==> config.mk <==
export PLATFORM = sky130hd
export DESIGN_NAME = ddr3_dfi_seq_flat
export DESIGN_NICKNAME = d
export VERILOG_FILES = /design/src/rtl/ddr3_dfi_seq_if.sv /design/src/rtl/ddr3_dfi_seq.sv /design/src/flat_wrapper.sv
export SDC_FILE = /design/constraint.sdc
export NUM_CORES = 1
export LEC_CHECK = 0
export BUFFER_PORTS_ARGS = -buffer_cell sky130_fd_sc_hd__buf_2
export CORE_MARGIN = 2
export CORE_UTILIZATION = 53
export CTS_BUF_LIST = sky130_fd_sc_hd__clkbuf_4 sky130_fd_sc_hd__clkbuf_8
export CTS_CLUSTER_SIZE = 28
export DETAILED_ROUTE_END_ITERATION = 7
export PLACE_DENSITY_LB_ADDON = 0.2
export SYNTH_ARGS = -nofsm -noshare
export SYNTH_HDL_FRONTEND = slang
export SYNTH_SLANG_ARGS = --single-unit
export TNS_END_PERCENT = 10
==> constraint.sdc <==
create_clock -name clock -period 4.15 [get_ports clock]
set_input_delay 0.83 -clock clock [delete_from_list [all_inputs] [get_ports clock]]
set_output_delay 0.83 -clock clock [all_outputs]
set_load 0.02 [all_outputs]
==> src/rtl/ddr3_dfi_seq_if.sv <==
// Controller-side and DFI-side signal bundle for the DDR3 DFI sequencer.
// master drives requests and DFI read returns; slave is the sequencer.
interface ddr3_dfi_seq_if #(
    parameter int DDR3_WIDTH = 16,
    parameter int ADDR_BITS  = 14
);
    logic                      ctl_cke_i;
    logic                      ctl_rst_ni;
    logic                      cmd_vld_i;
    logic                      cmd_rdy_o;
    logic [2:0]                cmd_i;
    logic [2:0]                cmd_ba_i;
    logic [ADDR_BITS-1:0]      cmd_adr_i;
    logic                      wr_vld_i;
    logic                      wr_rdy_o;
    logic [2*DDR3_WIDTH/8-1:0] wr_msk_i;
    logic [2*DDR3_WIDTH-1:0]   wr_data_i;
    logic                      rd_vld_o;
    logic                      rd_lst_o;
    logic [2*DDR3_WIDTH-1:0]   rd_data_o;
    logic                      wr_err_o;
    logic                      dfi_cke_o;
    logic                      dfi_rst_no;
    logic                      dfi_cs_no;
    logic                      dfi_ras_no;
    logic                      dfi_cas_no;
    logic                      dfi_we_no;
    logic                      dfi_odt_o;
    logic [2:0]                dfi_bank_o;
    logic [ADDR_BITS-1:0]      dfi_addr_o;
    logic                      dfi_wstb_o;
    logic                      dfi_wren_o;
    logic [2*DDR3_WIDTH/8-1:0] dfi_mask_o;
    logic [2*DDR3_WIDTH-1:0]   dfi_data_o;
    logic                      dfi_rden_o;
    logic                      dfi_rvld_i;
    logic                      dfi_last_i;
    logic [2*DDR3_WIDTH-1:0]   dfi_data_i;

    modport master (
        output ctl_cke_i, ctl_rst_ni, cmd_vld_i, cmd_i, cmd_ba_i, cmd_adr_i,
        output wr_vld_i, wr_msk_i, wr_data_i, dfi_rvld_i, dfi_last_i, dfi_data_i,
        input  cmd_rdy_o, wr_rdy_o, rd_vld_o, rd_lst_o, rd_data_o, wr_err_o,
        input  dfi_cke_o, dfi_rst_no, dfi_cs_no, dfi_ras_no, dfi_cas_no, dfi_we_no,
        input  dfi_odt_o, dfi_bank_o, dfi_addr_o, dfi_wstb_o, dfi_wren_o,
        input  dfi_mask_o, dfi_data_o, dfi_rden_o
    );

    modport slave (
        input  ctl_cke_i, ctl_rst_ni, cmd_vld_i, cmd_i, cmd_ba_i, cmd_adr_i,
        input  wr_vld_i, wr_msk_i, wr_data_i, dfi_rvld_i, dfi_last_i, dfi_data_i,
        output cmd_rdy_o, wr_rdy_o, rd_vld_o, rd_lst_o, rd_data_o, wr_err_o,
        output dfi_cke_o, dfi_rst_no, dfi_cs_no, dfi_ras_no, dfi_cas_no, dfi_we_no,
        output dfi_odt_o, dfi_bank_o, dfi_addr_o, dfi_wstb_o, dfi_wren_o,
        output dfi_mask_o, dfi_data_o, dfi_rden_o
    );
endinterface

==> src/rtl/ddr3_dfi_seq.sv <==
// DDR3 DFI command sequencer: turnaround timing, write/read data windows,
// write-data underflow tracking and registered read return.
module ddr3_dfi_seq #(
    parameter int DDR3_WIDTH = 16,
    parameter int ADDR_BITS  = 14,
    parameter int WR_DELAY   = 5,
    parameter int RD_DELAY   = 5,
    parameter int T_WTR      = 13,
    parameter int T_RTW      = 6
) (
    input logic          clock,
    input logic          reset_n,
    ddr3_dfi_seq_if.slave bus
);
    localparam logic [2:0] CMD_NOP  = 3'd0;
    localparam logic [2:0] CMD_ACT  = 3'd1;
    localparam logic [2:0] CMD_PRE  = 3'd2;
    localparam logic [2:0] CMD_RD   = 3'd3;
    localparam logic [2:0] CMD_WR   = 3'd4;
    localparam logic [2:0] CMD_REF  = 3'd5;
    localparam logic [2:0] CMD_MRS  = 3'd6;
    localparam logic [2:0] CMD_ZQCL = 3'd7;

    localparam int WP = WR_DELAY + 4;
    localparam int RP = RD_DELAY + 4;
    localparam int DW = 2 * DDR3_WIDTH;
    localparam int MW = DDR3_WIDTH / 4;

    // Loads are N-1 so a follow-on command can be accepted exactly N cycles later.
    localparam logic [4:0] CCD_LD = 5'd3;
    localparam logic [4:0] WTR_LD = 5'(T_WTR - 1);
    localparam logic [4:0] RTW_LD = 5'(T_RTW - 1);

    logic [4:0]           ccd_cnt;
    logic [4:0]           wtr_cnt;
    logic [4:0]           rtw_cnt;
    logic [WP-1:0]        wr_pipe;
    logic [RP-1:0]        rd_pipe;
    logic                 is_rd;
    logic                 is_wr;
    logic                 cmd_rdy;
    logic                 accept;
    logic [2:0]           rcw;
    logic                 cs_n;
    logic [2:0]           rcw_q;
    logic [2:0]           bank_q;
    logic [ADDR_BITS-1:0] addr_q;
    logic                 cke_q;
    logic                 rstn_q;
    logic [MW-1:0]        mask_q;
    logic [DW-1:0]        data_q;
    logic                 wr_err_q;
    logic                 rvld_q;
    logic                 rlst_q;
    logic [DW-1:0]        rdata_q;
    logic                 wr_rdy;

    assign is_rd = (bus.cmd_i == CMD_RD);
    assign is_wr = (bus.cmd_i == CMD_WR);

    always_comb begin
        cmd_rdy = 1'b1;
        if (is_rd)
            cmd_rdy = (ccd_cnt == 5'd0) && (wtr_cnt == 5'd0);
        else if (is_wr)
            cmd_rdy = (ccd_cnt == 5'd0) && (rtw_cnt == 5'd0);
        if (!reset_n)
            cmd_rdy = 1'b0;
    end

    assign accept = bus.cmd_vld_i && cmd_rdy;

    always_comb begin
        rcw = 3'b111;
        unique case (bus.cmd_i)
            CMD_NOP:  rcw = 3'b111;
            CMD_ACT:  rcw = 3'b011;
            CMD_PRE:  rcw = 3'b010;
            CMD_RD:   rcw = 3'b101;
            CMD_WR:   rcw = 3'b100;
            CMD_REF:  rcw = 3'b001;
            CMD_MRS:  rcw = 3'b000;
            CMD_ZQCL: rcw = 3'b110;
        endcase
    end

    always_ff @(posedge clock or negedge reset_n) begin
        if (!reset_n) begin
            cs_n   <= 1'b1;
            rcw_q  <= 3'b111;
            bank_q <= '0;
            addr_q <= '0;
            cke_q  <= 1'b0;
            rstn_q <= 1'b0;
        end else begin
            cs_n   <= 1'b0;
            cke_q  <= bus.ctl_cke_i;
            rstn_q <= bus.ctl_rst_ni;
            if (accept) begin
                rcw_q  <= rcw;
                bank_q <= bus.cmd_ba_i;
                addr_q <= bus.cmd_adr_i;
            end else begin
                rcw_q  <= 3'b111;
            end
        end
    end

    always_ff @(posedge clock or negedge reset_n) begin
        if (!reset_n) begin
            ccd_cnt <= '0;
            wtr_cnt <= '0;
            rtw_cnt <= '0;
        end else begin
            if (accept && (is_rd || is_wr))
                ccd_cnt <= CCD_LD;
            else if (ccd_cnt != 5'd0)
                ccd_cnt <= ccd_cnt - 5'd1;
            if (accept && is_wr)
                wtr_cnt <= WTR_LD;
            else if (wtr_cnt != 5'd0)
                wtr_cnt <= wtr_cnt - 5'd1;
            if (accept && is_rd)
                rtw_cnt <= RTW_LD;
            else if (rtw_cnt != 5'd0)
                rtw_cnt <= rtw_cnt - 5'd1;
        end
    end

    // Bit k is set k cycles after the command reaches the DFI pins.
    always_ff @(posedge clock or negedge reset_n) begin
        if (!reset_n) begin
            wr_pipe <= '0;
            rd_pipe <= '0;
        end else begin
            wr_pipe <= {wr_pipe[WP-2:0], accept && is_wr};
            rd_pipe <= {rd_pipe[RP-2:0], accept && is_rd};
        end
    end

    assign wr_rdy = |wr_pipe[WR_DELAY-1 +: 4];

    always_ff @(posedge clock or negedge reset_n) begin
        if (!reset_n) begin
            mask_q   <= '0;
            data_q   <= '0;
            wr_err_q <= 1'b0;
        end else begin
            mask_q <= '0;
            if (wr_rdy && bus.wr_vld_i) begin
                mask_q <= bus.wr_msk_i;
                data_q <= bus.wr_data_i;
            end
            if (wr_rdy && !bus.wr_vld_i)
                wr_err_q <= 1'b1;
        end
    end

    always_ff @(posedge clock or negedge reset_n) begin
        if (!reset_n) begin
            rvld_q  <= 1'b0;
            rlst_q  <= 1'b0;
            rdata_q <= '0;
        end else begin
            rvld_q  <= bus.dfi_rvld_i;
            rlst_q  <= bus.dfi_last_i;
            rdata_q <= bus.dfi_data_i;
        end
    end

    assign bus.cmd_rdy_o  = cmd_rdy;
    assign bus.wr_rdy_o   = wr_rdy;
    assign bus.wr_err_o   = wr_err_q;
    assign bus.rd_vld_o   = rvld_q;
    assign bus.rd_lst_o   = rlst_q;
    assign bus.rd_data_o  = rdata_q;
    assign bus.dfi_cke_o  = cke_q;
    assign bus.dfi_rst_no = rstn_q;
    assign bus.dfi_cs_no  = cs_n;
    assign bus.dfi_ras_no = rcw_q[2];
    assign bus.dfi_cas_no = rcw_q[1];
    assign bus.dfi_we_no  = rcw_q[0];
    assign bus.dfi_bank_o = bank_q;
    assign bus.dfi_addr_o = addr_q;
    assign bus.dfi_wstb_o = |wr_pipe[WR_DELAY +: 4];
    assign bus.dfi_odt_o  = |wr_pipe[WR_DELAY +: 4];
    assign bus.dfi_wren_o = |wr_pipe[WR_DELAY-1 +: 5];
    assign bus.dfi_mask_o = mask_q;
    assign bus.dfi_data_o = data_q;
    assign bus.dfi_rden_o = |rd_pipe[RD_DELAY +: 4];
endmodule

==> src/flat_wrapper.sv <==
// flat-port wrapper written by rule: the top's interface ports become plain ports
module ddr3_dfi_seq_flat 
#(
    parameter int DDR3_WIDTH = 16,
    parameter int ADDR_BITS  = 14,
    parameter int WR_DELAY   = 5,
    parameter int RD_DELAY   = 5,
    parameter int T_WTR      = 13,
    parameter int T_RTW      = 6
)
  (clock, reset_n, bus_ctl_cke_i, bus_ctl_rst_ni, bus_cmd_vld_i, bus_cmd_i, bus_cmd_ba_i, bus_cmd_adr_i, bus_wr_vld_i, bus_wr_msk_i, bus_wr_data_i, bus_dfi_rvld_i, bus_dfi_last_i, bus_dfi_data_i, bus_cmd_rdy_o, bus_wr_rdy_o, bus_rd_vld_o, bus_rd_lst_o, bus_rd_data_o, bus_wr_err_o, bus_dfi_cke_o, bus_dfi_rst_no, bus_dfi_cs_no, bus_dfi_ras_no, bus_dfi_cas_no, bus_dfi_we_no, bus_dfi_odt_o, bus_dfi_bank_o, bus_dfi_addr_o, bus_dfi_wstb_o, bus_dfi_wren_o, bus_dfi_mask_o, bus_dfi_data_o, bus_dfi_rden_o);
  ddr3_dfi_seq_if #(.DDR3_WIDTH(DDR3_WIDTH), .ADDR_BITS(ADDR_BITS)) bus_i ();
  input logic clock;
  input logic reset_n;
  input wire logic [$bits(bus_i.ctl_cke_i)-1:0] bus_ctl_cke_i;
  input wire logic [$bits(bus_i.ctl_rst_ni)-1:0] bus_ctl_rst_ni;
  input wire logic [$bits(bus_i.cmd_vld_i)-1:0] bus_cmd_vld_i;
  input wire logic [$bits(bus_i.cmd_i)-1:0] bus_cmd_i;
  input wire logic [$bits(bus_i.cmd_ba_i)-1:0] bus_cmd_ba_i;
  input wire logic [$bits(bus_i.cmd_adr_i)-1:0] bus_cmd_adr_i;
  input wire logic [$bits(bus_i.wr_vld_i)-1:0] bus_wr_vld_i;
  input wire logic [$bits(bus_i.wr_msk_i)-1:0] bus_wr_msk_i;
  input wire logic [$bits(bus_i.wr_data_i)-1:0] bus_wr_data_i;
  input wire logic [$bits(bus_i.dfi_rvld_i)-1:0] bus_dfi_rvld_i;
  input wire logic [$bits(bus_i.dfi_last_i)-1:0] bus_dfi_last_i;
  input wire logic [$bits(bus_i.dfi_data_i)-1:0] bus_dfi_data_i;
  output wire logic [$bits(bus_i.cmd_rdy_o)-1:0] bus_cmd_rdy_o;
  output wire logic [$bits(bus_i.wr_rdy_o)-1:0] bus_wr_rdy_o;
  output wire logic [$bits(bus_i.rd_vld_o)-1:0] bus_rd_vld_o;
  output wire logic [$bits(bus_i.rd_lst_o)-1:0] bus_rd_lst_o;
  output wire logic [$bits(bus_i.rd_data_o)-1:0] bus_rd_data_o;
  output wire logic [$bits(bus_i.wr_err_o)-1:0] bus_wr_err_o;
  output wire logic [$bits(bus_i.dfi_cke_o)-1:0] bus_dfi_cke_o;
  output wire logic [$bits(bus_i.dfi_rst_no)-1:0] bus_dfi_rst_no;
  output wire logic [$bits(bus_i.dfi_cs_no)-1:0] bus_dfi_cs_no;
  output wire logic [$bits(bus_i.dfi_ras_no)-1:0] bus_dfi_ras_no;
  output wire logic [$bits(bus_i.dfi_cas_no)-1:0] bus_dfi_cas_no;
  output wire logic [$bits(bus_i.dfi_we_no)-1:0] bus_dfi_we_no;
  output wire logic [$bits(bus_i.dfi_odt_o)-1:0] bus_dfi_odt_o;
  output wire logic [$bits(bus_i.dfi_bank_o)-1:0] bus_dfi_bank_o;
  output wire logic [$bits(bus_i.dfi_addr_o)-1:0] bus_dfi_addr_o;
  output wire logic [$bits(bus_i.dfi_wstb_o)-1:0] bus_dfi_wstb_o;
  output wire logic [$bits(bus_i.dfi_wren_o)-1:0] bus_dfi_wren_o;
  output wire logic [$bits(bus_i.dfi_mask_o)-1:0] bus_dfi_mask_o;
  output wire logic [$bits(bus_i.dfi_data_o)-1:0] bus_dfi_data_o;
  output wire logic [$bits(bus_i.dfi_rden_o)-1:0] bus_dfi_rden_o;
  assign bus_i.ctl_cke_i = bus_ctl_cke_i;
  assign bus_i.ctl_rst_ni = bus_ctl_rst_ni;
  assign bus_i.cmd_vld_i = bus_cmd_vld_i;
  assign bus_i.cmd_i = bus_cmd_i;
  assign bus_i.cmd_ba_i = bus_cmd_ba_i;
  assign bus_i.cmd_adr_i = bus_cmd_adr_i;
  assign bus_i.wr_vld_i = bus_wr_vld_i;
  assign bus_i.wr_msk_i = bus_wr_msk_i;
  assign bus_i.wr_data_i = bus_wr_data_i;
  assign bus_i.dfi_rvld_i = bus_dfi_rvld_i;
  assign bus_i.dfi_last_i = bus_dfi_last_i;
  assign bus_i.dfi_data_i = bus_dfi_data_i;
  assign bus_cmd_rdy_o = bus_i.cmd_rdy_o;
  assign bus_wr_rdy_o = bus_i.wr_rdy_o;
  assign bus_rd_vld_o = bus_i.rd_vld_o;
  assign bus_rd_lst_o = bus_i.rd_lst_o;
  assign bus_rd_data_o = bus_i.rd_data_o;
  assign bus_wr_err_o = bus_i.wr_err_o;
  assign bus_dfi_cke_o = bus_i.dfi_cke_o;
  assign bus_dfi_rst_no = bus_i.dfi_rst_no;
  assign bus_dfi_cs_no = bus_i.dfi_cs_no;
  assign bus_dfi_ras_no = bus_i.dfi_ras_no;
  assign bus_dfi_cas_no = bus_i.dfi_cas_no;
  assign bus_dfi_we_no = bus_i.dfi_we_no;
  assign bus_dfi_odt_o = bus_i.dfi_odt_o;
  assign bus_dfi_bank_o = bus_i.dfi_bank_o;
  assign bus_dfi_addr_o = bus_i.dfi_addr_o;
  assign bus_dfi_wstb_o = bus_i.dfi_wstb_o;
  assign bus_dfi_wren_o = bus_i.dfi_wren_o;
  assign bus_dfi_mask_o = bus_i.dfi_mask_o;
  assign bus_dfi_data_o = bus_i.dfi_data_o;
  assign bus_dfi_rden_o = bus_i.dfi_rden_o;
  ddr3_dfi_seq #(.DDR3_WIDTH(DDR3_WIDTH), .ADDR_BITS(ADDR_BITS), .WR_DELAY(WR_DELAY), .RD_DELAY(RD_DELAY), .T_WTR(T_WTR), .T_RTW(T_RTW)) u_core (.clock(clock), .reset_n(reset_n), .bus(bus_i));
endmodule
# Word-level counts from Yosys, hierarchy flattened
# Memories as Yosys holds them, arrays and structs flattened.
# Index checks and enable logic that the tools add are counted.
# word_totals
regBits	127
rom_bits	24
inputBits	96
output_inout_bits	100
word_cells	57
n_memories	1
# mem_list
name	words	word_bits	read_ports	rd_ports_with_merged_regs	wr	line_no	rtl
(name not given)	8	3	1	0	0	ddr3_dfi_seq.sv:75	unique case (bus.cmd_i)
# classes
n_addsub	3
n_eq_ne	2
n_mux	11
n_reduce_logical	23
# op_table
operator	count
two-way mux 5 bit	6
zero test 5 bit	3
nonzero test 5 bit	3
subtractor 5 x 1 -> 5 bit, second input constant	3
OR reduction 4 bit	3
logical AND 1 bit	8
nonzero test 2 bit	3
OR reduction 5 bit	1
two-way mux 4 bit	1
== test 3 x 2 -> 1 bit, second input constant	1
== test 3 bit, second input constant	1
two-way mux 1 bit	3
two-way mux 3 bit	1
zero test 1 bit	1
logical OR 1 bit	1

# Longest topological paths before layout
# Gate-level depths: netlist of the first run.
# logic_depth
depth_word	8
mapped_depth	7
ltp_nobuf	6

# Worst setup path after synthesis of the first run
# No wires, ideal clock.
# synth_path
kind	input to output
from	input port bus_cmd_i[0]
to	output port bus_cmd_rdy_o
t_arrival_ns	1.876
required_time_ns	3.320
path_slack_ns	1.444
path_stages	5
n_path_buf	0
cell_sequence	inv_1 ha_1 nand2_1 a21oi_4 nor3b_1
# synth_between
elab_chain_len	4
elab_cells_between_ends	5
cone_classes	eq/ne: 2; mux: 3
# synth_rtl
item	line_no	rtl
start: declaration	flat_wrapper.sv:18	input wire logic [$bits(bus_i.cmd_i)-1:0] bus_cmd_i;
== test 3 bit	ddr3_dfi_seq.sv:59	assign is_wr = (bus.cmd_i == CMD_WR);
two-way mux 1 bit	ddr3_dfi_seq.sv:65	else if (is_wr)
two-way mux 1 bit (*)	ddr3_dfi_seq.sv:63	if (is_rd)
two-way mux 1 bit (*)	ddr3_dfi_seq.sv:67	if (!reset_n)
end: declaration	flat_wrapper.sv:27	output wire logic [$bits(bus_i.cmd_rdy_o)-1:0] bus_cmd_rdy_o;
# Every way passes the cells marked *; elsewhere a longest branch is shown, timed or not.

# Final worst setup path of the first run
# layout_path
from	register u_core.ccd_cnt[0]
to	output port bus_cmd_rdy_o
# layout_between
elab_chain_len	5
elab_cells_between_ends	6
cone_classes	mux: 3; reduce/logical: 3
# layout_rtl
item	line_no	rtl
start: declaration	ddr3_dfi_seq.sv:34	logic [4:0] ccd_cnt;
start signal: assignment	ddr3_dfi_seq.sv:118	ccd_cnt <= ccd_cnt - 5'd1;
zero test 5 bit (*)	ddr3_dfi_seq.sv:64, ddr3_dfi_seq.sv:66	
logical AND 1 bit	ddr3_dfi_seq.sv:66	cmd_rdy = (ccd_cnt == 5'd0) && (rtw_cnt == 5'd0);
two-way mux 1 bit	ddr3_dfi_seq.sv:65	
two-way mux 1 bit (*)	ddr3_dfi_seq.sv:63	
two-way mux 1 bit (*)	ddr3_dfi_seq.sv:67	
# Marks and branches as above.

==> results.json, run 1 <==
{
  "floorplan.initialDensity_pct": 54.74,
  "worst_slew_pin_slew_ns": 0.9320,
  "cts_max_level": 4,
  "first_global_vias": 2818,
  "via_per_inst": 4.753,
  "grt_max_degree": 70,
  "cts_tree": "done",
  "gp_congestion": 0.6878,
  "die_x_um": 96.13,
  "crit_end": "bus_cmd_rdy_o",
  "synth_adder_area_share_pct": 3.060,
  "hold_viol": 0,
  "cts_buffers": 17,
  "cts.sinks": 127,
  "postCtsSetupBuffers": 0,
  "cts_root_buf": "clkbuf_8",
  "path_max_fanout": 8,
  "reg2reg_depth": 6,
  "yosysTopAreaCellShare_pct": 68.43,
  "place_hpwl_mm": 6.424,
  "io_buffers": 195,
  "antenna_left": 0,
  "wl_per_cell_um": 14.22,
  "p_per_area_nw_per_um2": 610.7,
  "endpoint_kind": "primary output",
  "rows": 33,
  "cap_viol_max_count": 0,
  "syn_inst": 277,
  "worstSetupPathType": "register to primary output",
  "synth_top_family_by_area": "multiplexers",
  "grt_first_pass_wirelength_mm": 12.98,
  "vias": 2871,
  "setup_tns_ns": 0,
  "worstReg2RegStart": "u_core.ccd_cnt[0]",
  "timing.fmax_mhz": 328.3,
  "r2r_slack_ns": 1.39,
  "clkTransAtPathRegs_ns": 0.07,
  "rsz0062_at_grt": "no",
  "drv_slew": 0,
  "slew_headroom_pct": 37.67,
  "syn-cell-area_um2": 4498,
  "syn_avg_cell_area_um2": 16.24,
  "drt_first_pass_iters": 3,
  "min_path_type": "register to register",
  "grt-ovfl-total": 0,
  "drc_errors": 0,
  "synth_seq_cells": 127,
  "synth_mux_area_share_pct": 12.49,
  "ys_warn_count": 0,
  "setup-violations-final": 0,
  "synth_nets": 384,
  "ios": 196,
  "dieHeight_um": 96.13,
  "rr_endpoint": "u_core.bus.dfi_bank_o[1]",
  "cp-startpoint": "u_core.ccd_cnt[0]",
  "n_fill_cell": 609,
  "synth-compound-area-share_pct": 2.698,
  "cts_buffer_depth": 2,
  "synth_top_area_cell": "dfrtp_1",
  "cellLeakagePower_nw": 3.112,
  "synth_area_leaders": "dfrtp_1 (68%), mux2_2 (12%), ha_1 (3.1%)",
  "cts-hold-fix-buffers": 0,
  "run_status": "completed",
  "clock_skew_ns": 0.01075,
  "ys_seq_area_share_pct": 70.76,
  "fin_crit_sh_pct": 73.41,
  "required_ns": 3.32,
  "first_iter_violations": 115,
  "syn2layout_area_growth_pct": 33.77,
  "synth.distinct_cells": 33,
  "layout_common_cells": "buf_2 (194), dfrtp_1 (123), mux2_2 (48)",
  "final_util_pct": 73.23,
  "routed_wl_mm": 8.587,
  "period_minus_slack_ns": 3.046,
  "clk_latency_ns": 0.41,
  "antenna_found_initial": 0,
  "dieArea_um2": 9240,
  "nNetsFinal": 594,
  "track_usage_pct": 18.73,
  "ir_drop_mv": 0.3597,
  "synth-simple-area-share_pct": 7.427,
  "core_area_um2": 8217,
  "cp-start-kind": "register",
  "drive_gt1_share_pct": 58.52,
  "layout_commonest_cell": "buf_2",
  "synth_xor_xnor_area_share_pct": 1.558,
  "num_antenna_cells": 0,
  "cp.arrival_ns": 2.22,
  "cts.repair.resized": 0
}
==> sequential cells by signal, summed over array words and instances, names as in the netlist <==
signal / flops
u_core.bus.dfi_data_o: 32
u_core.bus.rd_data_o: 32
u_core.bus.dfi_addr_o: 14
u_core.rd_pipe: 9
u_core.wr_pipe: 9
u_core.ccd_cnt: 5
u_core.rtw_cnt: 5
u_core.wtr_cnt: 5
u_core.bus.dfi_mask_o: 4
u_core.bus.dfi_bank_o: 3
u_core.rcw_q: 3
u_core.bus.dfi_cke_o: 1
u_core.bus.dfi_cs_no: 1
u_core.bus.dfi_rst_no: 1
u_core.bus.rd_lst_o: 1
u_core.bus.rd_vld_o: 1
u_core.bus.wr_err_o: 1
==> power breakdown <==
part | leakage (nW) | internal [W] | switching (W)
registers | 1.54 | 0.00147 | 0.000152
logic | 1.35 | 0.000411 | 0.000501
clock network | 0.223 | 0.000672 | 0.000466
total | 3.11 | 0.00256 | 0.00112
==> logic make-up (layout without fill, tap and decap cells) <==
logic type	count (synthesis)	in the layout
buffers and inverters	17	239
XOR/XNOR	8	8
multiplexers	50	50
adder cells (fa/ha/maj)	11	11
AND/OR/NAND/NOR	48	48
AO/OA/AOI/OAI	15	15
flip-flops	127	127
other	1	1
==> per-layer routing <==
| metal | wire [µm] | global-route usage (%) | vias up |
|---|---|---|---|
| met5 | 0 | 0 | - |
| met4 | 114 | 6.429 | 0 |
| met3 | 768 | 6.969 | 14 |
| met2 | 4446 | 32.18 | 117 |
| met1 | 3259 | 21.53 | 1384 |
| li1 | - | - | 1356 |
==> layout make-up <==
cell class	instances	area, µm²	share of cell area (%)
clock buffer	18	247.7	4.117
clock inverter	13	187.7	3.119
inverter	10	37.54	0.6238
multi-input combinational	133	1229	20.42
sequential	127	3183	52.90
tap	105	131.4	2.183
timing repair buffer	198	1001	16.64
==> Yosys cell counts (all sizes together) <==
library cell,number
nand2b,2
clkbuf,1
ha,11
buf,6
o21bai,2
or2,1
nor2,10
or3,3
dfstp,4
xnor2,8
or4,3
nor4,2
a31o,2
a21oi,6
mux2i,1
and3,4
conb,1
nand2,13
nor4b,3
mux2,49
o21ai,1
dfrtp,123
nor3,6
a211o,1
nor3b,1
o211ai,1
a21o,2
inv,10
==> worst min-delay path by stage <==
stage,slack (ns),cells past startpoint,from,endpoint
after global routing,0.36,0,u_core.rd_pipe[3],u_core.rd_pipe[4]
final,0.35,0,u_core.wr_pipe[0],u_core.wr_pipe[1]
after CTS,0.35,0,u_core.wr_pipe[2],u_core.wr_pipe[3]
after detailed placement,0.33,0,u_core.wr_pipe[2],u_core.wr_pipe[3]
after global placement,0.33,0,u_core.rd_pipe[0],u_core.rd_pipe[1]
after floorplan,0.33,0,u_core.rd_pipe[0],u_core.rd_pipe[1]
==> critical path: stages (launching register included) <==
cell     delay (ns)
dfrtp_1        0.40
inv_1          0.11
ha_1           0.19
nor4b_4        0.52
a21oi_4        0.19
nor3b_1        0.22
buf_2          0.19
==> metrics by stage <==
stage	area (µm²)	hold slack [ns]	setup slack (ns)	power (W)	cells
after global placement	5582	0.3324	1.330	0.002537	573
final	6017	0.3478	1.104	0.003675	604
after CTS	6017	0.3472	1.051	0.003722	604
after global routing	6017	0.3555	0.9277	0.003904	604
after detailed placement	5582	0.3347	1.243	0.002573	573
after floorplan	4498	0.3312	1.444	0.002253	277
No activity file was read; power rests on OpenSTA's default activity.
==> inputs of run 2 (changes only) <==
--- a/config.mk
+++ b/config.mk
@@ -5,9 +5,10 @@
 export SDC_FILE = /design/constraint.sdc
 export NUM_CORES = 1
 export LEC_CHECK = 0
+export ABC_AREA = 1
 export BUFFER_PORTS_ARGS = -buffer_cell sky130_fd_sc_hd__buf_2
 export CORE_MARGIN = 2
-export CORE_UTILIZATION = 53
+export CORE_UTILIZATION = 49
 export CTS_BUF_LIST = sky130_fd_sc_hd__clkbuf_4 sky130_fd_sc_hd__clkbuf_8
 export CTS_CLUSTER_SIZE = 28
 export DETAILED_ROUTE_END_ITERATION = 7
==> constraint.sdc (replaced) <==
create_clock -name clock -period 2.9 [get_ports clock]
set_input_delay 0.58 -clock clock [delete_from_list [all_inputs] [get_ports clock]]
set_output_delay 0.58 -clock clock [all_outputs]
set_load 0.02 [all_outputs]
==> run 2 against run 1 <==
Flip-flop and latch count unchanged. Clock skew about the same. Core utilization decreased by 7.2 points. Sequential share of layout area decreased by 0.51 points. Register-to-register slack got worse by 0.69 ns. Via count increased by 21%. Critical endpoint unchanged. Largest power group unchanged.
==> results.json, run 2 <==
{
  "run_status": "completed",
  "num_antenna_cells": 0,
  "timing.fmax_mhz": 396.9,
  "ir_drop_mv": 0.4537,
  "grt_max_degree": 80,
  "die_x_um": 101.1,
  "antenna_found_initial": 0,
  "drt_first_pass_iters": 4,
  "track_usage_pct": 18.99,
  "synth_ff_type": "dfrtp_1",
  "cp_cell_sequence": "inv_1 -> ha_1 -> nand2_2 -> nor2_4 -> nand2_2 -> a21oi_4 -> and2_1 -> buf_2",
  "required_ns": 2.32,
  "cpMaxStageDelayCell": "dfrtp_1",
  "clock_skew_ns": 0.01112,
  "yosysTopAreaCellShare_pct": 66.67,
  "min_path_type": "input pin to asynchronous set/reset pin",
  "vias": 3483,
  "hold_viol": 0,
  "final_cells": 746,
  "cts_max_level": 4,
  "setup-violations-final": 0,
  "dieArea_um2": 10220,
  "worst_slew_pin_slew_ns": 0.9814,
  "via_per_inst": 4.669,
  "layout_common_cells": "buf_2 (194), nand2_1 (134), dfrtp_1 (123)",
  "final_util_pct": 66.07,
  "clk_latency_ns": 0.41,
  "clkTransAtPathRegs_ns": 0.07,
  "wl_per_cell_um": 12.75,
  "place_hpwl_mm": 6.770,
  "worstSetupPathType": "register to primary output",
  "path_buf_inv": 2,
  "path_max_fanout": 8,
  "rows": 35,
  "period_minus_slack_ns": 2.520,
  "drv_slew": 0,
  "rsz0062_at_grt": "no",
  "drc_errors": 0,
  "setup_tns_ns": 0,
  "cts_buffer_depth": 2,
  "gp_congestion": 0.7688,
  "synth_nets": 526,
  "cts.repair.resized": 0,
  "synth.distinct_cells": 33,
  "cap_viol_max_count": 0,
  "synth-edff-count": 0,
  "ys_seq_area_share_pct": 68.94,
  "drive_gt1_share_pct": 41.73,
  "ys_warn_count": 0,
  "postCtsSetupBuffers": 0,
  "first_global_vias": 3319,
  "ys_top_cells_by_count": "nand2_1 (134), dfrtp_1 (123), nand3_1 (39)",
  "synth_most_common_cell": "nand2_1",
  "synth_seq_cells": 127,
  "path_common_cell": "nand2_2",
  "io_buffers": 195,
  "cts_buffers": 17,
  "grt-ovfl-total": 0,
  "cp.arrival_ns": 1.94,
  "syn_avg_cell_area_um2": 11.02,
  "synth_area_leaders": "dfrtp_1 (67%), nand2_1 (11%), nand3_1 (4.2%)",
  "cts.sinks": 127,
  "endpoint_kind": "primary output",
  "grt_first_pass_wirelength_mm": 15.04,
  "p_per_area_nw_per_um2": 827.2,
  "fin_crit_sh_pct": 86.88,
  "path_delay_family": "simple AND/OR/NAND/NOR gates",
  "slew_headroom_pct": 34.57,
  "cp-start-kind": "register",
  "cp-startpoint": "u_core.ccd_cnt[0]",
  "cellLeakagePower_nw": 3.427,
  "slowest_delay_ns": 0.38,
  "floorplan.initialDensity_pct": 50.20,
  "cts_tree": "done",
  "power_w": 0.005026,
  "place_inst": 714,
  "first_iter_violations": 82,
  "syn2layout_area_growth_pct": 31.60,
  "worstReg2RegStart": "u_core.ccd_cnt[0]",
  "dieHeight_um": 101.1,
  "routed_wl_mm": 9.513,
  "syn_inst": 419,
  "layout_commonest_cell": "buf_2",
  "cts_root_buf": "clkbuf_8",
  "syn-cell-area_um2": 4617,
  "ios": 196,
  "synth_top_area_cell": "dfrtp_1",
  "nNetsFinal": 729,
  "async_flop_share_pct": 100.0,
  "cts-hold-fix-buffers": 0,
  "antenna_left": 0,
  "core_area_um2": 9196
}
==> run 2: cell count changes in the layout (fill, tap and decap cells not counted), sizes merged, moves of 3 or more <==
cell    previous run  this run
o21ai              1         5
mux2              49         0
xor2               0         4
or3                3         0
nor3               6         3
and3               4         0
nor2              10        18
nand3              0        40
nand2             13       147
xnor2              8         3
clkinv             7        10
nor4b              3         0
inv               12        34
==> run 2: cell families (layout without fill, tap and decap cells) <==
logic type,count (synthesis),after routing,synth area share (%)
simple gates,214,214,20.62
fa+ha+maj,11,11,2.981
compound gates,13,13,1.762
other cells,1,1,0.08122
xor+xnor,7,7,1.328
flops,127,127,68.94
buf+inv,46,262,4.282
==> run 2: final cells by class <==
type	instances	area (µm²)
Fill cell	744	3120
Inverter	32	121.4
Multi-Input combinational cell	246	1236
Timing Repair Buffer	198	1001
Sequential cell	127	3183
Tap cell	111	138.9
Clock inverter	15	161.4
Clock buffer	17	234.0
==> run 2: power by group <==
part	switching, W	internal, W	leakage (nW)
logic	0.000824	0.000475	1.66
registers	0.000170	0.00209	1.57
clock network	0.000697	0.000774	0.201
==> run 2: through the flow <==
step                      setup slack [ns]  hold slack, ns  area [µm²]
after floorplan                     0.9817          0.2844        4617
after global placement              0.6804          0.3342        5680
final                               0.3804          0.2675        6076
after CTS                           0.3429          0.2345        6076
after detailed placement            0.6062          0.3358        5680
after global routing                0.1849          0.2260        6076
==> run 2: final timing paths <==
kind                                                  to  slack (ns)  cells after the start
worst max-delay path                       bus_cmd_rdy_o        0.38                      8
worst min-delay path            u_core.bus.rd_data_o[31]        0.27                      2
worst max register to register         u_core.rtw_cnt[4]        0.70                     11
worst min register to register         u_core.wr_pipe[4]        0.35                      0
max in group asynchronous              u_core.ccd_cnt[0]        1.82                      2
min in group clock                   u_core.bus.rd_lst_o        0.27                      1
==> run 2: worst reg2reg max path, stage by stage, from the launching register on <==
cell and delay [ns]:
dfrtp_1 0.38, inv_1 0.12, ha_1 0.18, nand2_2 0.07
nor2_4 0.21, nand2_2 0.09, a21oi_4 0.17, nand3_4 0.23
clkinv_2 0.33, nand2_1 0.15, inv_2 0.11, nor2_1 0.04
==> run 2: layer usage <==
layer  GRT usage, %  vias to the layer above  share of wire (%)
met5              0                        -                  0
met4          8.524                        0                1.6
met3          5.756                       15                7.5
met2          30.82                      136                 49
met1          23.50                     1618                 42
li1               -                     1714                  -
==> inputs of run 3 (changes only) <==
--- a/config.mk
+++ b/config.mk
@@ -8,8 +8,8 @@
 export ABC_AREA = 1
 export BUFFER_PORTS_ARGS = -buffer_cell sky130_fd_sc_hd__buf_2
 export CORE_MARGIN = 2
-export CORE_UTILIZATION = 49
-export CTS_BUF_LIST = sky130_fd_sc_hd__clkbuf_4 sky130_fd_sc_hd__clkbuf_8
+export CORE_UTILIZATION = 47
+export CTS_BUF_LIST = sky130_fd_sc_hd__clkbuf_4 sky130_fd_sc_hd__clkbuf_8 sky130_fd_sc_hd__clkbuf_16
 export CTS_CLUSTER_SIZE = 28
 export DETAILED_ROUTE_END_ITERATION = 7
 export PLACE_DENSITY_LB_ADDON = 0.2
==> run 3 against run 2 <==
Fmax down 3.2%. Register-to-register slack better by 0.03 ns. Sequential power about the same. Global-route usage down 0.18 points. Sequential share of layout area down 2.0 points. Cell area up 4.0%. Final cell count up 3.1%. Flip-flop and latch count unchanged. Clock-buffer cell count up 5. Critical path depth unchanged. Critical endpoint unchanged. Highest routed layer unchanged.
==> results.json, run 3 (synthesis results as in run 2) <==
{
  "run_status": "completed",
  "wl_met2_mm": 4.747,
  "worst_slew_pin_slew_ns": 0.9061,
  "rsz0062_at_grt": "no",
  "core_area_um2": 9639,
  "cp_cell_sequence": "inv_1 -> ha_1 -> nand2_2 -> nor2_4 -> nand2_2 -> a21oi_4 -> and2_1 -> buf_2",
  "grt_first_pass_wirelength_mm": 15.13,
  "via_per_inst": 4.537,
  "setup-violations-final": 0,
  "endpoint_kind": "primary output",
  "syn2layout_area_growth_pct": 36.83,
  "floorplan.initialDensity_pct": 47.90,
  "gp_congestion": 0.7540,
  "routed_wl_mm": 10.06,
  "grt-ovfl-total": 0,
  "dieHeight_um": 103.1,
  "p_per_area_nw_per_um2": 896.0,
  "cp.arrival_ns": 2.02,
  "first_global_vias": 3213,
  "fin_crit_sh_pct": 89.77,
  "antenna_left": 0,
  "drt_first_pass_iters": 4,
  "drc_errors": 0,
  "min_path_type": "input pin to register",
  "vias": 3489,
  "drv_slew": 0,
  "antenna_found_initial": 1,
  "clk_latency_ns": 0.50,
  "r2r_slack_ns": 0.73,
  "cts_tree": "done",
  "ir_drop_mv": 0.5097,
  "cts_root_buf": "clkbuf_8",
  "slew_headroom_pct": 39.60,
  "m1WireLength_mm": 4.274,
  "dieArea_um2": 10630,
  "wl_per_cell_um": 13.09,
  "clkTransAtPathRegs_ns": 0.06,
  "cts_buffer_depth": 2,
  "reg2reg_depth": 11,
  "worstSetupPathType": "register to primary output",
  "cap_viol_max_count": 0,
  "setup_tns_ns": 0,
  "worstHoldPathCells": 1,
  "ios": 196,
  "first_iter_violations": 93,
  "cts_buffers": 17,
  "cellLeakagePower_nw": 3.520,
  "highest_layer": "met4",
  "n_fill_cell": 785,
  "place_hpwl_mm": 7.003,
  "path_max_fanout": 8,
  "cts-hold-fix-buffers": 0,
  "required_ns": 2.32,
  "wl_met3_um": 887,
  "cts.sinks": 127,
  "path_buf_inv": 2,
  "period_minus_slack_ns": 2.603,
  "track_usage_pct": 18.81,
  "layout_common_cells": "buf_2 (194), nand2_1 (134), dfrtp_1 (123)",
  "hold_viol": 0,
  "cts.repair.resized": 0,
  "cpMaxStageDelayCell": "dfrtp_1",
  "layout_commonest_cell": "buf_2",
  "grt_max_degree": 75,
  "cp-start-kind": "register",
  "slowest_delay_ns": 0.37,
  "die_x_um": 103.1,
  "cts_max_level": 4,
  "postCtsSetupBuffers": 0,
  "fin_hold_ws_ns": 0.1780,
  "path_delay_family": "simple AND/OR/NAND/NOR gates",
  "clock_skew_ns": 0.006588,
  "crit_cells": 8,
  "path_common_cell": "nand2_2",
  "io_buffers": 195,
  "drive_gt1_share_pct": 41.73,
  "rows": 36,
  "nNetsFinal": 729,
  "timing.fmax_mhz": 384.1
}
run 3: changes by cell type in the layout (fill, tap and decap cells not counted):
cell	before	now
bufinv_16	2	3
clkbuf_16	0	16
clkbuf_4	0	2
clkbuf_8	17	4
clkinv_4	6	1
clkinvlp_4	1	3
diode_2	0	1
inv_6	3	0
run 3: layout make-up:
cell class	instances	area, µm²	share of cell area, %
timing repair buffer	198	1001	15.84
multi-input combinational	246	1236	19.57
clock inverter	10	136.4	2.159
sequential	127	3183	50.39
tap	133	166.4	2.634
antenna	1	2.502	0.03961
clock buffer	22	470.5	7.447
inverter	32	121.4	1.921
run 3: layer usage:
metal / track usage, % / vias to the layer above
li1: - / 1703
met1: 23.48 / 1640
met5: 0 / -
met3: 8.475 / 15
met4: 6.781 / 0
met2: 29.12 / 131
run 3: worst paths after layout:
path | start | end
min in group asynchronous | reset_n | u_core.bus.dfi_data_o[1]
max in group asynchronous | reset_n | u_core.bus.rd_data_o[10]
worst min register to register | u_core.rd_pipe[1] | u_core.rd_pipe[2]
worst min-delay path | bus_ctl_cke_i | u_core.bus.dfi_cke_o
worst max-delay path | u_core.ccd_cnt[0] | bus_cmd_rdy_o
worst max register to register | u_core.ccd_cnt[0] | u_core.rtw_cnt[3]
run 3: report_power, final:
group	leakage [nW]	internal (W)	switching, W
combinational	1.66	0.000472	0.000816
clock	0.294	0.00139	0.000723
sequential	1.57	0.00209	0.000167
total	3.52	0.00395	0.00171
run 3: stage by stage:
stage | area (µm²) | cells | setup WS [ns] | util [%] | total power, W
2_1_floorplan | 4617 | 419 | 0.9817 | - | 0.003126
3_3_place_gp | 5708 | 736 | 0.6750 | 59.22 | 0.003532
3_5_place_dp | 5708 | 736 | 0.5881 | 59.22 | 0.003584
4_1_cts | 6315 | 768 | 0.2587 | 65.51 | 0.005733
5_1_grt | 6315 | 768 | 0.1438 | 65.51 | 0.006003
6_report | 6317 | 769 | 0.2968 | 65.54 | 0.005660
